`src/rtl/avmm_pio_master.sv`:
```
// rtl/avmm_pio_master.sv - Avalon-MM initiator issuing single writes, reads and bounded poll loops to a PIO slave
module avmm_pio_master #(
    parameter int ADDR_W       = 3,
    parameter int DATA_W       = 32,
    parameter int READ_LATENCY = 1,
    parameter int MAX_POLLS    = 16,
    parameter int POLL_GAP     = 2
) (
    input  logic              clk,
    input  logic              reset,
    input  logic              cmd_valid,
    output logic              cmd_ready,
    input  logic [1:0]        cmd_op,
    input  logic [ADDR_W-1:0] cmd_addr,
    input  logic [DATA_W-1:0] cmd_wdata,
    input  logic [DATA_W-1:0] cmd_mask,
    input  logic [DATA_W-1:0] cmd_match,
    output logic              rsp_valid,
    input  logic              rsp_ready,
    output logic [DATA_W-1:0] rsp_rdata,
    output logic              rsp_error,
    output logic [7:0]        rsp_polls,
    output logic [ADDR_W-1:0] address,
    output logic              write,
    output logic              read,
    output logic [DATA_W-1:0] writedata,
    input  logic [DATA_W-1:0] readdata
);
    localparam logic [1:0] OP_WR   = 2'b00;
    localparam logic [1:0] OP_RD   = 2'b01;
    localparam logic [1:0] OP_POLL = 2'b10;
    localparam logic [1:0] OP_RSV  = 2'b11;
    localparam logic [2:0] WAIT_LAST  = 3'(READ_LATENCY - 1);
    localparam logic [3:0] GAP_LAST   = (POLL_GAP > 0) ? 4'(POLL_GAP - 1) : 4'd0;
    localparam logic [7:0] POLL_LIMIT = 8'(MAX_POLLS);

    typedef enum logic [2:0] {S_IDLE, S_ISSUE, S_WAIT, S_GAP, S_RESP} state_t;

    state_t            state, state_nx;
    logic [1:0]        op_q;
    logic [DATA_W-1:0] mask_q, match_q;
    logic [7:0]        poll_cnt;
    logic [2:0]        wait_cnt;
    logic [3:0]        gap_cnt;
    logic              wait_last, hit, done;

    assign wait_last = (wait_cnt == WAIT_LAST);
    assign hit       = ((readdata & mask_q) == (match_q & mask_q));
    // A plain read always finishes on its single sample; a poll finishes on a hit or when the budget is spent.
    assign done      = (op_q == OP_RD) || hit || (poll_cnt == POLL_LIMIT);
    assign rsp_polls = poll_cnt;

    always_ff @(posedge clk or posedge reset) begin
        if (reset) begin
            state <= S_IDLE;
        end else begin
            state <= state_nx;
        end
    end

    // Strobes and handshakes decode from the state register so an async reset drops them at once.
    always_comb begin
        state_nx  = state;
        cmd_ready = 1'b0;
        rsp_valid = 1'b0;
        write     = 1'b0;
        read      = 1'b0;
        case (state)
            S_IDLE: begin
                cmd_ready = !reset;
                if (cmd_valid) begin
                    state_nx = (cmd_op == OP_RSV) ? S_RESP : S_ISSUE;
                end
            end
            S_ISSUE: begin
                write    = (op_q == OP_WR);
                read     = (op_q != OP_WR);
                state_nx = (op_q == OP_WR) ? S_RESP : S_WAIT;
            end
            S_WAIT: begin
                if (wait_last) begin
                    if (done) begin
                        state_nx = S_RESP;
                    end else if (POLL_GAP == 0) begin
                        state_nx = S_ISSUE;
                    end else begin
                        state_nx = S_GAP;
                    end
                end
            end
            S_GAP: begin
                if (gap_cnt == GAP_LAST) begin
                    state_nx = S_ISSUE;
                end
            end
            S_RESP: begin
                rsp_valid = 1'b1;
                if (rsp_ready) begin
                    state_nx = S_IDLE;
                end
            end
            default: state_nx = S_IDLE;
        endcase
    end

    always_ff @(posedge clk or posedge reset) begin
        if (reset) begin
            op_q      <= OP_WR;
            mask_q    <= '0;
            match_q   <= '0;
            address   <= '0;
            writedata <= '0;
            rsp_rdata <= '0;
            rsp_error <= 1'b0;
            poll_cnt  <= '0;
            wait_cnt  <= '0;
            gap_cnt   <= '0;
        end else begin
            case (state)
                S_IDLE: begin
                    if (cmd_valid) begin
                        op_q      <= cmd_op;
                        mask_q    <= cmd_mask;
                        match_q   <= cmd_match;
                        rsp_rdata <= '0;
                        rsp_error <= (cmd_op == OP_RSV);
                        poll_cnt  <= '0;
                        if (cmd_op != OP_RSV) begin
                            address <= cmd_addr;
                        end
                        if (cmd_op == OP_WR) begin
                            writedata <= cmd_wdata;
                        end
                    end
                end
                S_ISSUE: begin
                    wait_cnt <= '0;
                    if (op_q != OP_WR) begin
                        poll_cnt <= poll_cnt + 8'd1;
                    end
                end
                S_WAIT: begin
                    wait_cnt <= wait_cnt + 3'd1;
                    gap_cnt  <= '0;
                    if (wait_last) begin
                        rsp_rdata <= readdata;
                        if (done) begin
                            rsp_error <= (op_q == OP_POLL) && !hit;
                        end
                    end
                end
                S_GAP: begin
                    gap_cnt <= gap_cnt + 4'd1;
                end
                S_RESP: begin
                    if (rsp_ready) begin
                        poll_cnt <= '0;
                    end
                end
                default: begin
                    poll_cnt <= '0;
                end
            endcase
        end
    end
endmodule

```
`config.mk`:
```
export PLATFORM = sky130hd
export DESIGN_NAME = avmm_pio_master
export DESIGN_NICKNAME = d
export VERILOG_FILES = /design/src/rtl/avmm_pio_master.sv
export SDC_FILE = /design/constraint.sdc
export NUM_CORES = 1
export LEC_CHECK = 0
export CORE_ASPECT_RATIO = 1.25
export CORE_MARGIN = 2
export CORE_UTILIZATION = 47
export DETAILED_ROUTE_END_ITERATION = 7
export PLACE_DENSITY = 0.81
export RECOVER_POWER = 50
export REMOVE_ABC_BUFFERS = 1
export SLEW_MARGIN = 20
export SYNTH_ARGS = -nofsm -noshare
export SYNTH_HDL_FRONTEND = slang
export SYNTH_SLANG_ARGS = --single-unit
```
`constraint.sdc`:
```
create_clock -name clk -period 6.8 [get_ports clk]
set_input_delay 2.04 -clock clk [delete_from_list [all_inputs] [get_ports clk]]
set_output_delay 2.04 -clock clk [all_outputs]
set_load 0.005 [all_outputs]
```
== Word-level counts from Yosys, hierarchy flattened ==
Index checks and enable logic that the tools add are counted.

* Add/sub/neg operators: 3
* Equal/unequal tests: 17
* Multiplexer cells: 25
* Bitwise logic cells: 3
* Reduce and logical (&&, ||, !) cells: 21

{| class="wikitable"
|+ Operators by type and width
! kind !! number
|-
| $and A32 B32 Y32 || 2
|-
| $mux W32 || 2
|-
| $pmux W32 S2 || 1
|-
| $eq A32 B32 Y1 || 1
|-
| $pmux W8 S4 || 1
|-
| $mux W8 || 3
|-
| $mux W3 || 7
|-
| $pmux W3 S5 || 1
|-
| $ne A2 B2 Y1 const B || 7
|-
| $reduce_and A4 Y1 || 3
|-
| $reduce_and A3 Y1 || 3
|-
| $add A8 B1 Y8 const B || 1
|-
| $eq A8 B5 Y1 const B || 1
|-
| $pmux W4 S2 || 1
|-
| $reduce_bool A2 Y1 || 4
|-
| $mux W1 || 7
|-
| $eq A3 B2 Y1 const B || 2
|-
| $logic_not A3 Y1 || 2
|-
| $pmux W3 S2 || 1
|-
| $add A4 B1 Y4 const B || 1
|-
| $eq A2 B2 Y1 const B || 2
|-
| $eq A4 B1 Y1 const B || 1
|-
| $logic_not A2 Y1 || 2
|-
| $add A3 B1 Y3 const B || 1
|-
| 10 further kinds || 12
|}

* Register bits: 152
* Input bits: 137
* Output and inout port bits: 80
* Word-level logic and storage cells: 80

== Depth between registers and ports, before layout ==
Gate-level depths: netlist of run 1.

* Word-level depth: 7
* Depth in mapped cells: 9
* Mapped depth without buffers: 8

== Least setup slack after synthesis of run 1 ==
No wires, ideal clock.

* Kind: input-to-output
* Start point: input reset
* End point: output cmd_ready
* Arrival: 2.256 ns
* Data required time: 4.760 ns
* Setup slack: 2.504 ns
* Cell stages on the path: 1
* Buffers on the path: 0
* Path through: nor4_1

* Longest elaborated chain between the ends: 2

{| class="wikitable"
|+ RTL lines
! what !! RTL line !! RTL
|-
| start: declaration || 10 || <nowiki>input logic reset,</nowiki>
|-
| $logic_not A1 Y1 (no source line) || -- ||
|-
| $mux W1 || 68 || <nowiki>case (state)</nowiki>
|-
| end: declaration || 12 || <nowiki>output logic cmd_ready,</nowiki>
|}

No other way between the ends.

== Worst setup path after layout of run 1 ==
Same ends and word-level chain as after synthesis.

==> impl_metrics.ini, run 1 <==
[run_status]
status = finished, violations left
violations = max-capacitance violations, max-slew violations

[clock_tree]
post_cts_buffers = 0
cts_buffers = 17
cts.clk_slew.worst_paths_ns = 0.06
cts_root_buffer = clkbuf_16
cts_buffer_depth = 2
hold_buffers = 0
clkLatencyLatePin_ns = 0.42
cts_tree = done
clock_sinks = 152
cts_resized = 0
ctsHtreeMaxLevel = 4

[sta]
worst_slew_pin_slew_ns = 2.93
setup_tns_ns = 0
report.final.slew_viol_count = 190
skew_ns = 0.00754
setup_violations = 0
hold_violations = 0
rsz0062_at_grt = false
fin_crit_ns = 5.47
fin_crit_sh_pct = 80.4
max_freq_mhz = 183
slew_headroom_pct = -95.0
holdWs_ns = 0.474

[worst_setup_path]
r2r-start = state[1]
critPathTopFamily = buffers and inverters
cp_cell_sequence = dlygate4sd3_1 -> nor4_1 -> clkdlybuf4s50_1
cpMaxStageDelayCell = dlygate4sd3_1
end_kind = primary output
worstSetupStartpointType = input pin
critPathBufInv = 2
crit_path_max_incr_delay_ns = 0.58
critPathRequiredTime_ns = 4.76
cp_max_fo = 2
cp.depth = 3
crit_start = reset
path_class = input pin to primary output
rr_worst_depth = 5
arrival_ns = 3.43

[worst_hold_path]
hold_start = mask_q[22]
hold_class = flop to flop
whs_path_depth = 2

[global_route]
grt_max_degree = 67
grt_pass1_wl_mm = 28.0
grt_overflow = 0
grt_util_all_layers_pct = 23.0
grt_pass1_vias = 5443
antenna_found_initial = 0

[power_and_ir_drop]
leakagePower_uw = 0.00454
peakVddDrop_mv = 0.218
intPower_uw = 2710
combPwrFrac_pct = 36.9
seqPwrFrac_pct = 39.6
cellPowerDensity_nw_per_um2 = 422
clkPwrFrac_pct = 23.6
swShare_pct = 33.4
p_sw_uw = 1360

[die]
start_util_pct = 47.6
core_area_sq_um = 14300
die_w_um = 112
die_area_sq_um = 15400
ios = 217
fp-row-count = 49
die_y_um = 138

[place]
dp_hpwl_mm = 12.3
gp_congestion = 0.832
port_buffers = 216

[yosys]
yosysSeqAreaShare_pct = 56.0
netlist-cell-type-count = 39
ys_warn_count = 0
synth_compound_area_share_pct = 7.42
avgSynthCellArea_sq_um = 9.82
synth_xor_area_share_pct = 4.90
netlist_instances = 692
ys_ff_latch = 152
synthMuxAreaShare_pct = 7.61
yosys.area_share.simple_pct = 19.6
synthAdderAreaFrac_pct = 1.10
synth_top_family_by_area = simple AND/OR/NAND/NOR gates
synth_area_sq_um = 6790

[finish]
area_growth_pct = 41.7
utilization_pct = 67.4
final_cell_mix = 276 x nand2_1, 210 x clkdlybuf4s50_1, 152 x dfrtp_1
n_fill_cell = 1111
nets = 1037
diodes = 0
seq_area_sq_um = 3800
drive_above_1_share_pct = 8.16
layout_commonest_cell = nand2_1
multi_input_area_sq_um = 2770

[route]
detail_route.vias_per_cell = 5.04
drc = 0
first_pass_iters = 4
ant_nets = 0
vias = 5471
drt_wl_total_mm = 17.5
avgRoutedWirePerCell_um = 16.1
drt_iter0_markers = 267

[job]
max_cap_violations = 4
[cells in the mapped netlist]
library cell	n	area, sq um
or4_1	1	7.51
nand3_1	3	15.0
o31ai_1	3	22.5
or2_2	1	6.26
a22oi_1	17	128
or3_1	3	18.8
and2_1	1	6.26
nor2_1	17	63.8
buf_2	11	55.1
o22ai_1	1	6.26
buf_6	4	45.0
clkbuf_1	21	78.8
nor3_4	1	16.3
nand4_1	8	50.1
nor4b_1	2	17.5
dfrtp_1	152	3800
mux2_4	30	450
o21ai_0	45	225
and3b_1	1	8.76
xor2_1	38	333
nand2b_1	3	18.8
a211oi_1	1	7.51
inv_1	11	41.3
nor3b_1	1	7.51
nor4_1	5	31.3
buf_4	1	7.51
a2bb2oi_1	1	8.76
ha_1	6	75.1
mux2_1	2	22.5
a21oi_1	10	50.1
mux2i_1	1	10.0
o32ai_1	1	8.76
a21o_1	2	15.0
and3_1	4	25.0
nand2_1	276	1040
a2111oi_2	1	15.0
nor3_1	1	5.00
o31a_1	2	17.5
mux2_2	3	33.8
[path summary, 6_finish.rpt]
| check | end | slack, ns |
|---|---|---|
| worst max-delay path | cmd_ready | 1.33 |
| worst min-delay path | mask_q[22] | 0.47 |
| worst max register to register | rsp_polls[3] | 2.06 |
| worst min register to register | mask_q[22] | 0.47 |
| max in group asynchronous | match_q[16] | 2.14 |
| min in group asynchronous | rsp_rdata[17] | 2.58 |
[area by class of cell]
class	count	share of cell area (%)
sequential	152	39.5
multi-input combinational	492	28.8
timing repair buffer	220	22.7
clock buffer	17	4.42
tap	178	2.31
clock inverter	15	1.85
inverter	11	0.442
[flip-flops by register name, summed over array words and instances (netlist names)]
register,flops
wait_cnt,3
rsp_rdata,32
op_q,2
address,3
rsp_error,1
gap_cnt,4
state,3
rsp_polls,8
mask_q,32
writedata,32
match_q,32
[worst min-delay path, stage by stage (launching register included)]
cell and delay (ns):
dfrtp_1 0.34, nand2_1 0.05, nand2_1 0.05
[logic make-up after synthesis]
kind of cell	count (synthesis)
DFF	152
buffers and inverters	48
adders and majority gates	6
AOI/OAI and AO/OA	84
xor gates and xnor gates	38
muxes	36
and+or+nand+nor	328
[stage by stage]
step	std cells	instance area (sq um)	worst slack [ns]	total power, uW
2_1_floorplan	655	6610	0.667	2350
3_3_place_gp	1053	9030	1.49	3060
3_5_place_dp	1053	9030	1.42	3120
4_1_cts	1085	9640	1.41	4090
5_1_grt	1085	9620	1.06	4340
6_report	1085	9620	1.33	4060
[per-layer routing]
layer | wire [um] | part of all wire, % | global-route usage, % | vias to the layer above
met2 | 9190 | 53 | 38.8 | 156
met1 | 6800 | 39 | 28.0 | 2603
met3 | 854 | 4.9 | 5.26 | 42
met4 | 641 | 3.7 | 10.7 | 0
li1 | - | - | - | 2670
met5 | 0 | 0 | 0 | -
[power by group through the flow]
stage	clock, uW	combinational, uW	sequential [uW]
3_3_place_gp	0	1460	1590
6_report	957	1500	1610
3_5_place_dp	0	1500	1620
2_1_floorplan	0	782	1570
4_1_cts	976	1510	1610
5_1_grt	1010	1660	1660
(Power assumes the default switching activity.)
==> inputs of run 2 (changes only) <==
--- a/config.mk
+++ b/config.mk
@@ -7,9 +7,9 @@
 export LEC_CHECK = 0
 export CORE_ASPECT_RATIO = 1.25
 export CORE_MARGIN = 2
-export CORE_UTILIZATION = 47
+export CORE_UTILIZATION = 42
 export DETAILED_ROUTE_END_ITERATION = 7
-export PLACE_DENSITY = 0.81
+export PLACE_DENSITY = 0.77
 export RECOVER_POWER = 50
 export REMOVE_ABC_BUFFERS = 1
 export SLEW_MARGIN = 20
==> constraint.sdc (replaced) <==
create_clock -name clk -period 4.7 [get_ports clk]
set_input_delay 1.41 -clock clk [delete_from_list [all_inputs] [get_ports clk]]
set_output_delay 1.41 -clock clk [all_outputs]
set_load 0.005 [all_outputs]
==> run 2 against run 1 <==
Effect of this change:
- the flow now finishes without violations
- first-iteration DRC count increased by 26%
- register-to-register slack lost 0.13 ns
- critical path depth unchanged
- critical endpoint unchanged
- highest routed layer unchanged
==> impl_metrics.ini, run 2 (synthesis results as in run 1) <==
[run_status]
status = completed

[sta]
skew_ns = 0.00693
worst_slew_pin_slew_ns = 1.49
max_freq_mhz = 240
report.final.slew_viol_count = 0
rsz0062_at_grt = false
fin_crit_ns = 4.17
fin_crit_sh_pct = 88.8
setup_violations = 0
hold_violations = 0
setup_slack_ns = 0.527
slew_headroom_pct = 0.827

[global_route]
grt_pass1_wl_mm = 28.5
grt_util_all_layers_pct = 21.0
grt_overflow = 0
grt_pass1_vias = 5592
grt_max_degree = 71
antenna_found_initial = 0

[route]
first_pass_iters = 5
avgRoutedWirePerCell_um = 15.4
detail_route.vias_per_cell = 4.87
drc = 0
vias = 5490
drt_wl_total_mm = 17.3
drt_iter0_markers = 337
ant_nets = 0

[clock_tree]
cts_buffers = 17
hold_buffers = 0
ctsHtreeMaxLevel = 4
cts.clk_slew.worst_paths_ns = 0.06
clock_sinks = 152
post_cts_buffers = 0
cts_buffer_depth = 2
cts_root_buffer = clkbuf_16
clkLatencyLatePin_ns = 0.42
cts_tree = done
cts_resized = 0

[finish]
utilization_pct = 60.8
area_growth_pct = 43.2
final_cell_mix = 275 x nand2_1, 201 x clkdlybuf4s50_1, 152 x dfrtp_1
layout_commonest_cell = nand2_1
fin_area_sq_um = 9730
diodes = 0
fin_cells = 1127
nets = 1041
drive_above_1_share_pct = 8.23

[place]
port_buffers = 216
dp_hpwl_mm = 11.9
dp_slack_ns = 0.661
gp_congestion = 0.810
dp_cells = 1095
placed_cell_area_sq_um = 9110

[worst_setup_path]
critPathRequiredTime_ns = 3.29
end_kind = primary output
worstSetupStartpointType = input pin
cp_max_fo = 2
path_class = input pin to primary output
arrival_ns = 2.76

[die]
core_area_sq_um = 16000
die_w_um = 118
ios = 217
die_area_sq_um = 17200
die_y_um = 146
fp-row-count = 52
start_util_pct = 42.4

[power_and_ir_drop]
peakVddDrop_mv = 0.270
cellPowerDensity_nw_per_um2 = 607
p_total_uw = 5910
leakagePower_uw = 0.00459

[worst_hold_path]
hold_class = flop to flop

[job]
max_cap_violations = 0
run 2: worst max-delay path: stages:
cell and delay (ns):
dlygate4sd3_1 0.61, nor4_1 0.19, clkdlybuf4s50_1 0.55
run 2: power breakdown:
| group | switching, uW | internal [uW] | total (uW) | leakage (uW) |
|---|---|---|---|---|
| clock | 537 | 918 | 1450 | 0.000303 |
| sequential | 381 | 1880 | 2260 | 0.00192 |
| combinational | 1010 | 1180 | 2190 | 0.00236 |
| total | 1920 | 3980 | 5900 | 0.00459 |
run 2: per-stage QoR:
step / hold WS [ns] / setup TNS (ns)
after global placement: 0.459 / 0
after floorplan: 0.446 / -122.07
after global routing: 0.485 / 0
after detailed placement: 0.463 / 0
after CTS: 0.478 / 0
final: 0.469 / 0
run 2: worst paths after layout:
check | start | to | slack [ns] | depth (start not counted)
worst min register to register | rsp_rdata[17] | rsp_rdata[17] | 0.47 | 2
worst min-delay path | rsp_rdata[17] | rsp_rdata[17] | 0.47 | 2
worst max-delay path | reset | cmd_ready | 0.53 | 3
min in group asynchronous | reset | match_q[26] | 1.62 | 2
max in group asynchronous | reset | rsp_rdata[29] | 1.28 | 3
worst max register to register | state[1] | match_q[25] | 1.93 | 5
run 2: layer usage:
layer / share of wire, % / GRT usage [%]
met5: 0 / 0
met4: 1.9 / 7.29
met3: 4.1 / 5.16
met2: 52 / 36.7
met1: 42 / 25.2
run 2: area by class of cell:
cell class,count,area [sq um]
Inverter,11,46.3
Multi-Input combinational cell,492,2770
Fill cell,1405,6280
Sequential cell,152,3800
Clock inverter,11,171
Tap cell,216,270
Timing Repair Buffer,224,2200
Clock buffer,21,460
